[src/rtl/imem_pkg.sv]
// Shared types for the instruction-fetch path: address/instruction widths,
// the queue entry layout and the fetch FSM state encoding.
package imem_pkg;

    localparam int ADDR_W     = 22;
    localparam int INSTR_W    = 22;
    localparam int WORD_BYTES = 4;

    typedef logic [ADDR_W-1:0]  addr_t;
    typedef logic [INSTR_W-1:0] instr_t;

    typedef struct packed {
        instr_t instr;
        addr_t  pc;
    } fetch_entry_t;

    typedef enum logic {
        RUN  = 1'b0,
        HALT = 1'b1
    } fetch_state_e;

    // Clears the byte-offset bits so every fetch address is word aligned.
    function automatic addr_t align_word(input addr_t a);
        return a & ~addr_t'(WORD_BYTES - 1);
    endfunction

endpackage

[src/rtl/fetch_queue.sv]
// Small in-order instruction queue. Entry 0 is always the head, so the
// head outputs come straight from flops; pops shift the entries down.
module fetch_queue
    import imem_pkg::*;
#(
    parameter  int QDEPTH = 2,
    localparam int CNT_W  = $clog2(QDEPTH + 1)
) (
    input  logic             clk,
    input  logic             rst_n,
    input  logic             push,
    input  fetch_entry_t     din,
    input  logic             pop,
    input  logic             flush,
    output fetch_entry_t     head,
    output logic [CNT_W-1:0] count,
    output logic             full,
    output logic             empty
);

    fetch_entry_t     entries_q [QDEPTH];
    fetch_entry_t     entries_d [QDEPTH];
    logic [CNT_W-1:0] count_q;
    logic [CNT_W-1:0] count_d;
    logic [CNT_W-1:0] level;
    logic             do_pop;
    logic             do_push;

    always_comb begin
        entries_d = entries_q;
        count_d   = count_q;
        do_pop    = pop && (count_q != '0);
        level     = count_q - CNT_W'(do_pop);
        do_push   = push && (level < CNT_W'(QDEPTH));
        // Flush wins over a simultaneous push: the incoming word belongs to a dead stream.
        if (flush) begin
            count_d = '0;
        end else begin
            if (do_pop) begin
                for (int i = 0; i < QDEPTH - 1; i++) begin
                    entries_d[i] = entries_q[i+1];
                end
            end
            for (int i = 0; i < QDEPTH; i++) begin
                if (do_push && (level == CNT_W'(i))) begin
                    entries_d[i] = din;
                end
            end
            count_d = level + CNT_W'(do_push);
        end
    end

    always_ff @(posedge clk or negedge rst_n) begin
        if (!rst_n) begin
            count_q <= '0;
            for (int i = 0; i < QDEPTH; i++) begin
                entries_q[i] <= '0;
            end
        end else begin
            count_q   <= count_d;
            entries_q <= entries_d;
        end
    end

    assign head  = entries_q[0];
    assign count = count_q;
    assign full  = (count_q == CNT_W'(QDEPTH));
    assign empty = (count_q == '0);

endmodule

[src/rtl/imem_fetch_ctrl.sv]
// Fetch sequencer: issues word fetches under a queue credit, tags each
// in-flight request with an epoch so redirects can discard stale returns.
module imem_fetch_ctrl
    import imem_pkg::*;
#(
    parameter addr_t RESET_PC = '0,
    parameter int    QDEPTH   = 2
) (
    input  logic   clk,
    input  logic   rst_n,
    output logic   imem_req,
    output addr_t  imem_addr,
    input  logic   imem_gnt,
    input  instr_t imem_rdata,
    input  logic   redirect_valid,
    input  addr_t  redirect_pc,
    input  logic   halt,
    output logic   instr_valid,
    output instr_t instr,
    output addr_t  instr_pc,
    input  logic   instr_ready
);

    localparam int CNT_W = $clog2(QDEPTH + 1);

    fetch_state_e     state_q;
    fetch_state_e     state_d;
    addr_t            fetch_pc;
    logic             fire;
    logic             pop;
    logic [CNT_W:0]   occupancy;

    logic             vld_p1;
    logic             epoch_p1;
    addr_t            pc_p1;
    logic             epoch;

    logic             resp_push;
    fetch_entry_t     q_din;
    fetch_entry_t     q_head;
    logic [CNT_W-1:0] q_count;
    logic             q_full;
    logic             q_empty;

    assign fire = imem_req & imem_gnt;
    assign pop  = instr_valid & instr_ready;

    // A same-cycle pop frees a slot, which keeps one fetch per cycle in steady state.
    assign occupancy = {1'b0, q_count} - (CNT_W+1)'(pop) + (CNT_W+1)'(vld_p1);

    always_comb begin
        state_d  = state_q;
        imem_req = 1'b0;
        case (state_q)
            RUN: begin
                if (halt) begin
                    state_d = HALT;
                end else begin
                    imem_req = rst_n && (occupancy < (CNT_W+1)'(QDEPTH));
                end
            end
            HALT: begin
                if (!halt) begin
                    state_d = RUN;
                end
            end
            default: state_d = RUN;
        endcase
    end

    // request stage: PC, FSM state and epoch
    always_ff @(posedge clk or negedge rst_n) begin
        if (!rst_n) begin
            state_q  <= RUN;
            fetch_pc <= RESET_PC;
            epoch    <= 1'b0;
        end else begin
            state_q <= state_d;
            if (redirect_valid) begin
                fetch_pc <= align_word(redirect_pc);
                epoch    <= ~epoch;
            end else if (fire) begin
                fetch_pc <= fetch_pc + addr_t'(WORD_BYTES);
            end
        end
    end

    // response stage (p1): remembers which PC and epoch the returning word belongs to
    always_ff @(posedge clk or negedge rst_n) begin
        if (!rst_n) begin
            vld_p1   <= 1'b0;
            epoch_p1 <= 1'b0;
            pc_p1    <= '0;
        end else begin
            vld_p1   <= fire;
            epoch_p1 <= epoch;
            if (fire) begin
                pc_p1 <= fetch_pc;
            end
        end
    end

    assign resp_push = vld_p1 && (epoch_p1 == epoch) && !q_full;
    assign q_din     = '{instr: imem_rdata, pc: pc_p1};

    fetch_queue #(
        .QDEPTH (QDEPTH)
    ) u_queue (
        .clk   (clk),
        .rst_n (rst_n),
        .push  (resp_push),
        .din   (q_din),
        .pop   (pop),
        .flush (redirect_valid),
        .head  (q_head),
        .count (q_count),
        .full  (q_full),
        .empty (q_empty)
    );

    assign imem_addr   = fetch_pc;
    assign instr_valid = !q_empty;
    assign instr       = q_head.instr;
    assign instr_pc    = q_head.pc;

endmodule
[config.mk]
export PLATFORM = sky130hd
export DESIGN_NAME = imem_fetch_ctrl
export DESIGN_NICKNAME = d
export VERILOG_FILES = /design/src/rtl/imem_pkg.sv /design/src/rtl/fetch_queue.sv /design/src/rtl/imem_fetch_ctrl.sv
export SDC_FILE = /design/constraint.sdc
export NUM_CORES = 1
export LEC_CHECK = 0
export BUFFER_PORTS_ARGS = -buffer_cell sky130_fd_sc_hd__buf_2
export CORE_MARGIN = 3
export CORE_UTILIZATION = 40
export CTS_BUF_LIST = sky130_fd_sc_hd__clkbuf_4 sky130_fd_sc_hd__clkbuf_8
export DETAILED_ROUTE_END_ITERATION = 8
export GPL_ROUTABILITY_DRIVEN = 0
export PLACE_DENSITY = 0.72
export SYNTH_ARGS = -nofsm -noshare
export SYNTH_HDL_FRONTEND = slang
export SYNTH_SLANG_ARGS = --single-unit
[constraint.sdc]
create_clock -name clk -period 3.8 [get_ports clk]
set_clock_uncertainty 0.1 [all_clocks]
set_input_delay 0.76 -clock clk [delete_from_list [all_inputs] [get_ports clk]]
set_output_delay 0.76 -clock clk [all_outputs]
set_load 0.02 [all_outputs]
After elaboration in Yosys (flattened, before gate mapping). Cells that the tools add are included.

Multiplexer cells: 8. $add $sub $neg: 5. Bitwise gates (word level): 4. Reductions and logical operators: 16. Magnitude comparators: 2. Equality and inequality tests: 3.

Operators with widths (number): two-way mux 44 bit (2); two-way mux 22 bit (2); adder 22 x 3 -> 22 bit, second input constant (1); logical AND 1 bit (7); nonzero test 2 bit (3); logical NOT 2 bit (2); AND reduction 2 bit (2); adder 3 x 1 -> 3 bit (1); < comparator 3 x 2 -> 1 bit, second input constant (1); two-way mux 1 bit (3); subtractor 2 x 1 -> 3 bit (1); adder 2 x 1 -> 2 bit (1); bitwise AND 1 bit (2); equality test 2 x 1 -> 1 bit, second input constant (1); equality test 2 bit, second input constant (1); logical NOT 1 bit (2); < comparator 2 bit, second input constant (1); two-way mux 2 bit (1); NOT 1 bit (2); subtractor 2 x 1 -> 2 bit (1); equality test 1 bit (1).

Register bits: 138.

Longest topological paths before layout. Gate-level depths: netlist (run 1).

Depth in word-level cells: 12. Mapped depth: 15.

Modules after synthesis. A second synthesis (run 1) with hierarchy kept.

Cell total of the unflattened synthesis: 561. Area, all modules: 6635.1 um2.

By module, submodules not included: fetch_queue (area each 4415.5 um2, times used 1, cells each 346); imem_fetch_ctrl (area each 2219.6 um2, times used 1, cells each 215).

Worst setup path after synthesis (run 1). OpenSTA, ideal clock, no wires.

Path kind: reg-to-reg. From: reg u_queue.count_q[1] (netlist: u_queue.count[1]). To: reg fetch_pc[21] (netlist: imem_addr[21]). Period minus slack after synthesis: 3.481 ns. Stages on the path, launching flop included: 13. Data required time: 3.574 ns. Slack: 0.319 ns. Arrival time: 3.255 ns. Path through: dfrtp_1 -> or2_2 -> nand2_1 -> inv_1 -> ha_1 -> inv_1 -> nand2_1 -> fa_1 -> nand4bb_4 -> or4_4 -> buf_6 -> o311a_1 -> a221o_1.

Cells in the longest elaborated chain, start to end: 11.

RTL lines: start: declaration (line fetch_queue.sv:23) `logic [CNT_W-1:0] count_q;`; start signal: assignment (line fetch_queue.sv:60) `count_q <= count_d;`; logical NOT 2 bit (line fetch_queue.sv:68) `assign empty = (count_q == '0);`; logical NOT 1 bit (line imem_fetch_ctrl.sv:122) `assign instr_valid = !q_empty;`; net instr_valid (line imem_fetch_ctrl.sv:18) `output logic instr_valid,`; bitwise AND 1 bit (line imem_fetch_ctrl.sv:46) `assign pop = instr_valid & instr_ready;`; subtractor 2 x 1 -> 3 bit (line imem_fetch_ctrl.sv:49) `assign occupancy = {1'b0, q_count} - (CNT_W+1)'(pop) + (CNT_W+1)'(vld_p1);`; adder 3 x 1 -> 3 bit (line imem_fetch_ctrl.sv:49); < comparator 3 x 2 -> 1 bit (line imem_fetch_ctrl.sv:59) `imem_req = rst_n && (occupancy < (CNT_W+1)'(QDEPTH));`; logical AND 1 bit (line imem_fetch_ctrl.sv:59); two-way mux 1 bit (line imem_fetch_ctrl.sv:56) `if (halt) begin`; two-way mux 1 bit (line imem_fetch_ctrl.sv:54) `case (state_q)`; bitwise AND 1 bit (line imem_fetch_ctrl.sv:45) `assign fire = imem_req & imem_gnt;`; nonzero test 2 bit (no line); end signal: assignment (line imem_fetch_ctrl.sv:80) `fetch_pc <= align_word(redirect_pc);`; end signal: assignment (line imem_fetch_ctrl.sv:83) `fetch_pc <= fetch_pc + addr_t'(WORD_BYTES);`; end: declaration (line imem_fetch_ctrl.sv:28) `addr_t fetch_pc;`.

The timed path passes the listed nets, and every way through them passes these cells. A chain may end at the register's enable or synchronous reset.

Final worst setup path (run 1).
From: reg u_queue.count_q[1] (netlist: u_queue.count[1]). To: out imem_req.

Cells in the longest elaborated chain, start to end: 9.

RTL lines: logical NOT 2 bit (line fetch_queue.sv:68); logical NOT 1 bit (line imem_fetch_ctrl.sv:122); bitwise AND 1 bit (line imem_fetch_ctrl.sv:46); subtractor 2 x 1 -> 3 bit (*) (line imem_fetch_ctrl.sv:49); adder 3 x 1 -> 3 bit (*) (line imem_fetch_ctrl.sv:49); < comparator 3 x 2 -> 1 bit (*) (line imem_fetch_ctrl.sv:59); logical AND 1 bit (*) (line imem_fetch_ctrl.sv:59); two-way mux 1 bit (*) (line imem_fetch_ctrl.sv:56); two-way mux 1 bit (*) (line imem_fetch_ctrl.sv:54); end: declaration (line imem_fetch_ctrl.sv:11) `output logic imem_req,`.

Every way passes the cells marked *; elsewhere a longest branch is shown, timed or not.

==> results.ini, run 1 <==
[status]
status = completed

[cells_and_area]
multiInputGateArea_um2 = 2492
final_nets = 648
area_growth_syn_to_layout_pct = 14.34
antennaDiodeCount = 0
seq_area_um2 = 3253
post-route-util_pct = 47.86
fin_area_um2 = 7114
fill_cells = 1319
drive_gt1_share_pct = 47.69

[sta]
slew_violations = 0
worst_pin_slew_ns = 0.8788
rsz0062_at_grt = false
fmax_ghz = 0.2733
timing.hold.ws_ns = 0.3398
finalSetupViolations = 0
fin_crit_ns = 3.659
tns_ns = 0
slew_headroom_pct = 41.41
period_share_pct = 96.29
finalHoldViolations = 0

[floorplan]
start_util_pct = 41.86
core-area_um2 = 14860
die_w_um = 130.7
ios = 118
num_rows = 44
die_h_um = 130.7
die_area_um2 = 17090

[routing]
viasPerCell = 5.187
routed-via-count = 4098
drt-initial-drc-count = 204
drc = 0
wl_per_cell_um = 16.24
routed_wl_um = 12830
first_pass_iters = 4
ant_nets = 0

[worst_setup_path]
ff2ff_setup_slack_ns = 0.24
cp_data_required_time_ns = 2.94
worstReg2RegStart = u_queue.count[1]
reg2reg_to = imem_addr[15]
worstPathMaxFanout = 3
arrival_ns = 2.80
crit_path_end_kind = output port
worstSetupPathType = reg2out
r2r_cells = 11
startpoint_type = register

[clock_tree]
cts_inserted_buffers = 17
cts_tree = built
cts.path.max_buffers = 2
htreeDepth = 4
clk-insertion-delay-late_ns = 0.44
cts_sinks = 130
cts_setup_buffers = 0
clk_pin_slew_worst_paths_ns = 0.07
root_buffer = clkbuf_8

[synth]
synthCells = 519
synth_cell_types = 41
ys_warn_count = 0
synth.largest_area_cell = dfrtp_1
synthArstFlopShare_pct = 100.0
yosys_register_bits = 130
seq_area_frac_synth_pct = 52.28
yosysTopAreaCellShare_pct = 52.28
synth_edf_count = 0
synth.avg_cell_area_um2 = 11.99
syn-cell-area_um2 = 6222
synthTopCellsByArea = dfrtp_1, mux2_2, buf_4, nand2_1, or4_1
synth_flop_cell = dfrtp_1

[power]
p_leak_nw = 3.694
power_density_nw_per_um2 = 650.2
max-vdd-ir-drop_mv = 0.2592

[grt]
first_global_vias = 4205
grt_usage_pct = 15.80
grt_start_max_net_pins = 69
grt.busiest_layer = met2
met2_usage_pct = 25.25
use_met1_pct = 20.71
grt-ovfl-total = 0
grt_pass1_wl_um = 21050
use_met3_pct = 4.959
antenna_found_initial = 0

[worst_hold_path]
min_from = epoch
whs_path_depth = 0
worstHoldEndpoint = epoch_p1
hold_class = reg2reg

[run]
maxCapViolations = 0

[placement]
dp.final_hpwl_um = 9015
port_buffers = 111
place_area_um2 = 6663

==> cells in the final DEF, fill, tap and decap left out, types with 2 or more instances in the layout <==
cell,n
or2_2,2
nand3_1,8
clkinv_2,2
xnor2_1,6
nor2b_1,2
nand4_1,7
nand2_1,64
bufinv_16,3
inv_6,2
nor4_1,2
ha_1,4
clkbuf_8,21
nor2_1,15
or4_1,12
clkinv_4,2
and3_1,3
buf_4,11
conb_1,4
mux2_2,126
clkinvlp_4,2
o21ai_0,10
xor2_1,3
o31ai_1,11
buf_2,110
inv_1,11
dfrtp_1,130
a31oi_1,12
==> sequential cells by signal (all words and copies together), names as in the netlist <==
| signal | count |
|---|---|
| u_queue.entries_q | 42 |
| u_queue.head | 42 |
| imem_addr | 20 |
| pc_p1 | 20 |
| u_queue.count | 2 |
| epoch | 1 |
| epoch_p1 | 1 |
| state_q | 1 |
| vld_p1 | 1 |
==> layout make-up <==
| class | count | area share, % |
|---|---|---|
| sequential | 130 | 45.73 |
| multi-input combinational | 309 | 35.03 |
| timing repair buffer | 123 | 9.198 |
| clock buffer | 21 | 4.063 |
| tap | 184 | 3.236 |
| clock inverter | 11 | 2.110 |
| inverter | 12 | 0.6331 |
==> worst max path at each step <==
| stage | startpoint | endpoint |
|---|---|---|
| 2_1_floorplan | u_queue.count[1] | imem_addr[21] |
| 3_3_place_gp | instr_ready | imem_addr[15] |
| 3_5_place_dp | instr_ready | imem_addr[15] |
| 4_1_cts | u_queue.count[1] | imem_req |
| 5_1_grt | u_queue.count[1] | imem_req |
| 6_report | u_queue.count[1] | imem_req |
==> logic make-up after synthesis <==
| kind of cell | count (synthesis) | synth area share, % |
|---|---|---|
| AOI/OAI and AO/OA | 39 | 4.082 |
| xor gates and xnor gates | 9 | 1.267 |
| adders and majority gates | 5 | 1.126 |
| buffers and inverters | 83 | 8.144 |
| DFF | 130 | 52.28 |
| muxes | 127 | 22.96 |
| other | 1 | 0.06027 |
| and+or+nand+nor | 125 | 10.07 |
==> timing repair <==
| item | CTS | global route |
|---|---|---|
| endpoints found under the setup margin | 0 | 1 |
| resized for setup | 0 | 1 |
| hold buffers | 1 | 0 |
| hold endpoints to repair | 4 | 0 |
==> where the power goes <==
part | switching [mW] | total, mW | internal (mW)
Sequential | 0.252 | 2.03 | 1.78
Combinational | 0.710 | 1.33 | 0.615
Clock | 0.546 | 1.27 | 0.723
Total | 1.51 | 4.63 | 3.12
==> metal layers <==
| layer | up-vias | share of wire, % |
|---|---|---|
| li1 | 1931 | - |
| met1 | 2039 | 45 |
| met2 | 114 | 48 |
| met3 | 14 | 5.8 |
| met4 | 0 | 1.2 |
| met5 | - | 0 |
==> worst max-delay path, cell delays in order (launching register included) <==
cell and delay (ns):
dfrtp_1 0.38, or2_2 0.32, nand2_2 0.11, inv_1 0.05, ha_1 0.29, inv_1 0.12, nand2_1 0.09, fa_1 0.57
nand4bb_4 0.13, nor2_1 0.12, buf_2 0.17
==> Yosys cell counts (2+ instances only) <==
cell type  count
a31oi_1       12
buf_4         46
ha_1           4
nor2b_1        2
nor2_1        15
a21oi_1        2
o31ai_1       11
mux2_2       126
and3_1         3
xnor2_1        6
inv_1         11
clkbuf_1       9
or2_2          2
dfrtp_1      130
buf_1          3
nand4_1        7
buf_2         11
nor4_1         2
or4_1         12
nand3_1        9
o21ai_0       10
xor2_1         3
nand2_1       65
==> stage by stage <==
stage | cells | setup slack (ns) | total power, mW
finish | 790 | 0.1411 | 4.625
global route | 790 | 0.006009 | 4.909
CTS | 790 | 0.06397 | 4.684
detailed placement | 757 | 0.03022 | 3.399
global placement | 757 | 0.1253 | 3.321
floorplan | 522 | 0.3194 | 3.133
Note: power is estimated with default switching activity, not from simulation.
==> inputs of run 2 (changes only) <==
--- a/config.mk
+++ b/config.mk
@@ -5,7 +5,7 @@
 export SDC_FILE = /design/constraint.sdc
 export NUM_CORES = 1
 export LEC_CHECK = 0
-export BUFFER_PORTS_ARGS = -buffer_cell sky130_fd_sc_hd__buf_2
+export BUFFER_PORTS_ARGS = -buffer_cell sky130_fd_sc_hd__buf_4
 export CORE_MARGIN = 3
 export CORE_UTILIZATION = 40
 export CTS_BUF_LIST = sky130_fd_sc_hd__clkbuf_4 sky130_fd_sc_hd__clkbuf_8
==> run 2 against run 1 <==
  * Non-clock buffer count decreased by 2
  * Critical path depth unchanged
  * Sequential power about the same
  * Worst setup slack worse by 0.0025 ns
  * Fmax about the same
  * Final cell count is 0.25% lower
  * Combinational power grew 9%
  * Clock power fell by 17%
  * First-iteration DRC count down 6.9%
  * Via count fell by 1.3%
  * Count of clock-buffer cells in the layout grew 3
  * Die area unchanged
  * Critical path type unchanged
  * Largest cell class unchanged
  * Largest power group unchanged
==> results.ini, run 2 (same netlist as run 1, synthesis figures left out) <==
[sta]
fmax_ghz = 0.2731
finalSetupViolations = 0
slew_headroom_pct = 39.42
tns_ns = 0
fin_crit_ns = 3.661
finalHoldViolations = 0
slew_violations = 0
period_share_pct = 96.35
setup_slack_ns = 0.1386
worst_pin_slew_ns = 0.9088

[floorplan]
die_h_um = 130.7
ios = 118
num_rows = 44
die_area_um2 = 17090
die_w_um = 130.7
core-area_um2 = 14860
start_util_pct = 41.86

[worst_setup_path]
ff2ff_setup_slack_ns = 0.25
timing.critical_path.cells = or2_2 > nand2_2 > inv_1 > ha_1 > inv_2 > nand2_1 > fa_1 > nand4bb_4 > nor2_2 > buf_4
path_delay_family = adder cells
cp_data_required_time_ns = 2.94
worstPathMaxFanout = 3
worstSetupPathType = reg2out
arrival_ns = 2.80
startpoint_type = register
max_stage_delay_ns = 0.61
crit_buf_inv = 3
crit_path_end_kind = output port
cp_slowest_cell = fa_1

[run]
maxCapViolations = 0

[status]
status = completed

[cells_and_area]
layout_common_cells = dfrtp_1, mux2_2, buf_4
drive_gt1_share_pct = 48.01
fill_cells = 1323
multiInputGateArea_um2 = 2502
antennaDiodeCount = 0
post-route-util_pct = 49.27
seq_area_um2 = 3253
area_growth_syn_to_layout_pct = 17.70
final_nets = 646
layout_commonest_cell = dfrtp_1

[routing]
routed_wl_um = 12680
drt-initial-drc-count = 190
first_pass_iters = 4
ant_nets = 0
wl_per_cell_um = 16.09
routed-via-count = 4043
drc = 0
viasPerCell = 5.131

[clock_tree]
clk-insertion-delay-late_ns = 0.44
root_buffer = clkbuf_8
cts_inserted_buffers = 17
cts_setup_buffers = 0
cts_tree = built
cts_sinks = 130
htreeDepth = 4
clk_pin_slew_worst_paths_ns = 0.07
cts.path.max_buffers = 2

[power]
clockPowerShare_pct = 23.3
p_leak_nw = 3.703
combPwrFrac_pct = 31.8
pwr-share-seq_pct = 44.9
power_density_nw_per_um2 = 620.5
switching_share_pct = 32.79
p_switching_mw = 1.490
intPower_mw = 3.054
total_power_mw = 4.544
max-vdd-ir-drop_mv = 0.2396

[placement]
port_buffers = 111
pre_cts_ws_ns = 0.05282
dp.final_hpwl_um = 8795

[grt]
grt_pass1_wl_um = 20820
grt_start_max_net_pins = 76
grt_usage_pct = 15.54
first_global_vias = 4279
antenna_found_initial = 1
grt-ovfl-total = 0

[worst_hold_path]
hold_class = in2reg

## run 2: final timing paths
path / cells after the start / start / endpoint
max in group asynchronous: 4 / rst_n / u_queue.entries_q[33]
worst max-delay path: 10 / u_queue.count[0] / imem_req
worst max register to register: 11 / u_queue.count[0] / imem_addr[15]
worst min register to register: 0 / epoch / epoch_p1
min in group asynchronous: 2 / rst_n / imem_addr[7]
worst min-delay path: 1 / halt / state_q
## run 2: cell type report
class / instances / share of cell area, %
inverter: 12 / 0.6151
clock inverter: 8 / 0.7347
timing repair buffer: 121 / 12.66
tap: 184 / 3.144
sequential: 130 / 44.42
clock buffer: 24 / 4.254
multi-input combinational: 309 / 34.17
## run 2: per-stage QoR
stage	std cells	hold WS (ns)	area (um2)
after floorplan	522	0.3097	6233
after global placement	755	0.3208	6935
after detailed placement	755	0.3302	6935
after CTS	788	0.3112	7311
after global routing	788	0.3157	7323
final	788	0.3422	7323
## run 2: power groups by stage
stage / sequential, mW / combinational, mW / clock [mW]
2_1_floorplan: 2.00 / 1.13 / 0
3_3_place_gp: 2.04 / 1.41 / 0
3_5_place_dp: 2.07 / 1.45 / 0
4_1_cts: 2.04 / 1.46 / 1.09
5_1_grt: 2.10 / 1.58 / 1.15
6_report: 2.04 / 1.45 / 1.06
## run 2: layer usage
layer  global-route usage [%]  share of wire, %
met2                    24.68                47
met4                    5.868               1.4
met3                    4.756               5.8
met1                    20.09                45
met5                        0             0.087
## run 2: what timing repair did
action / CTS / global route
resized for setup: 0 / 4
hold buffers: 1 / 0
endpoints found under the setup margin: 0 / 1
endpoints found under the hold margin: 11 / 0
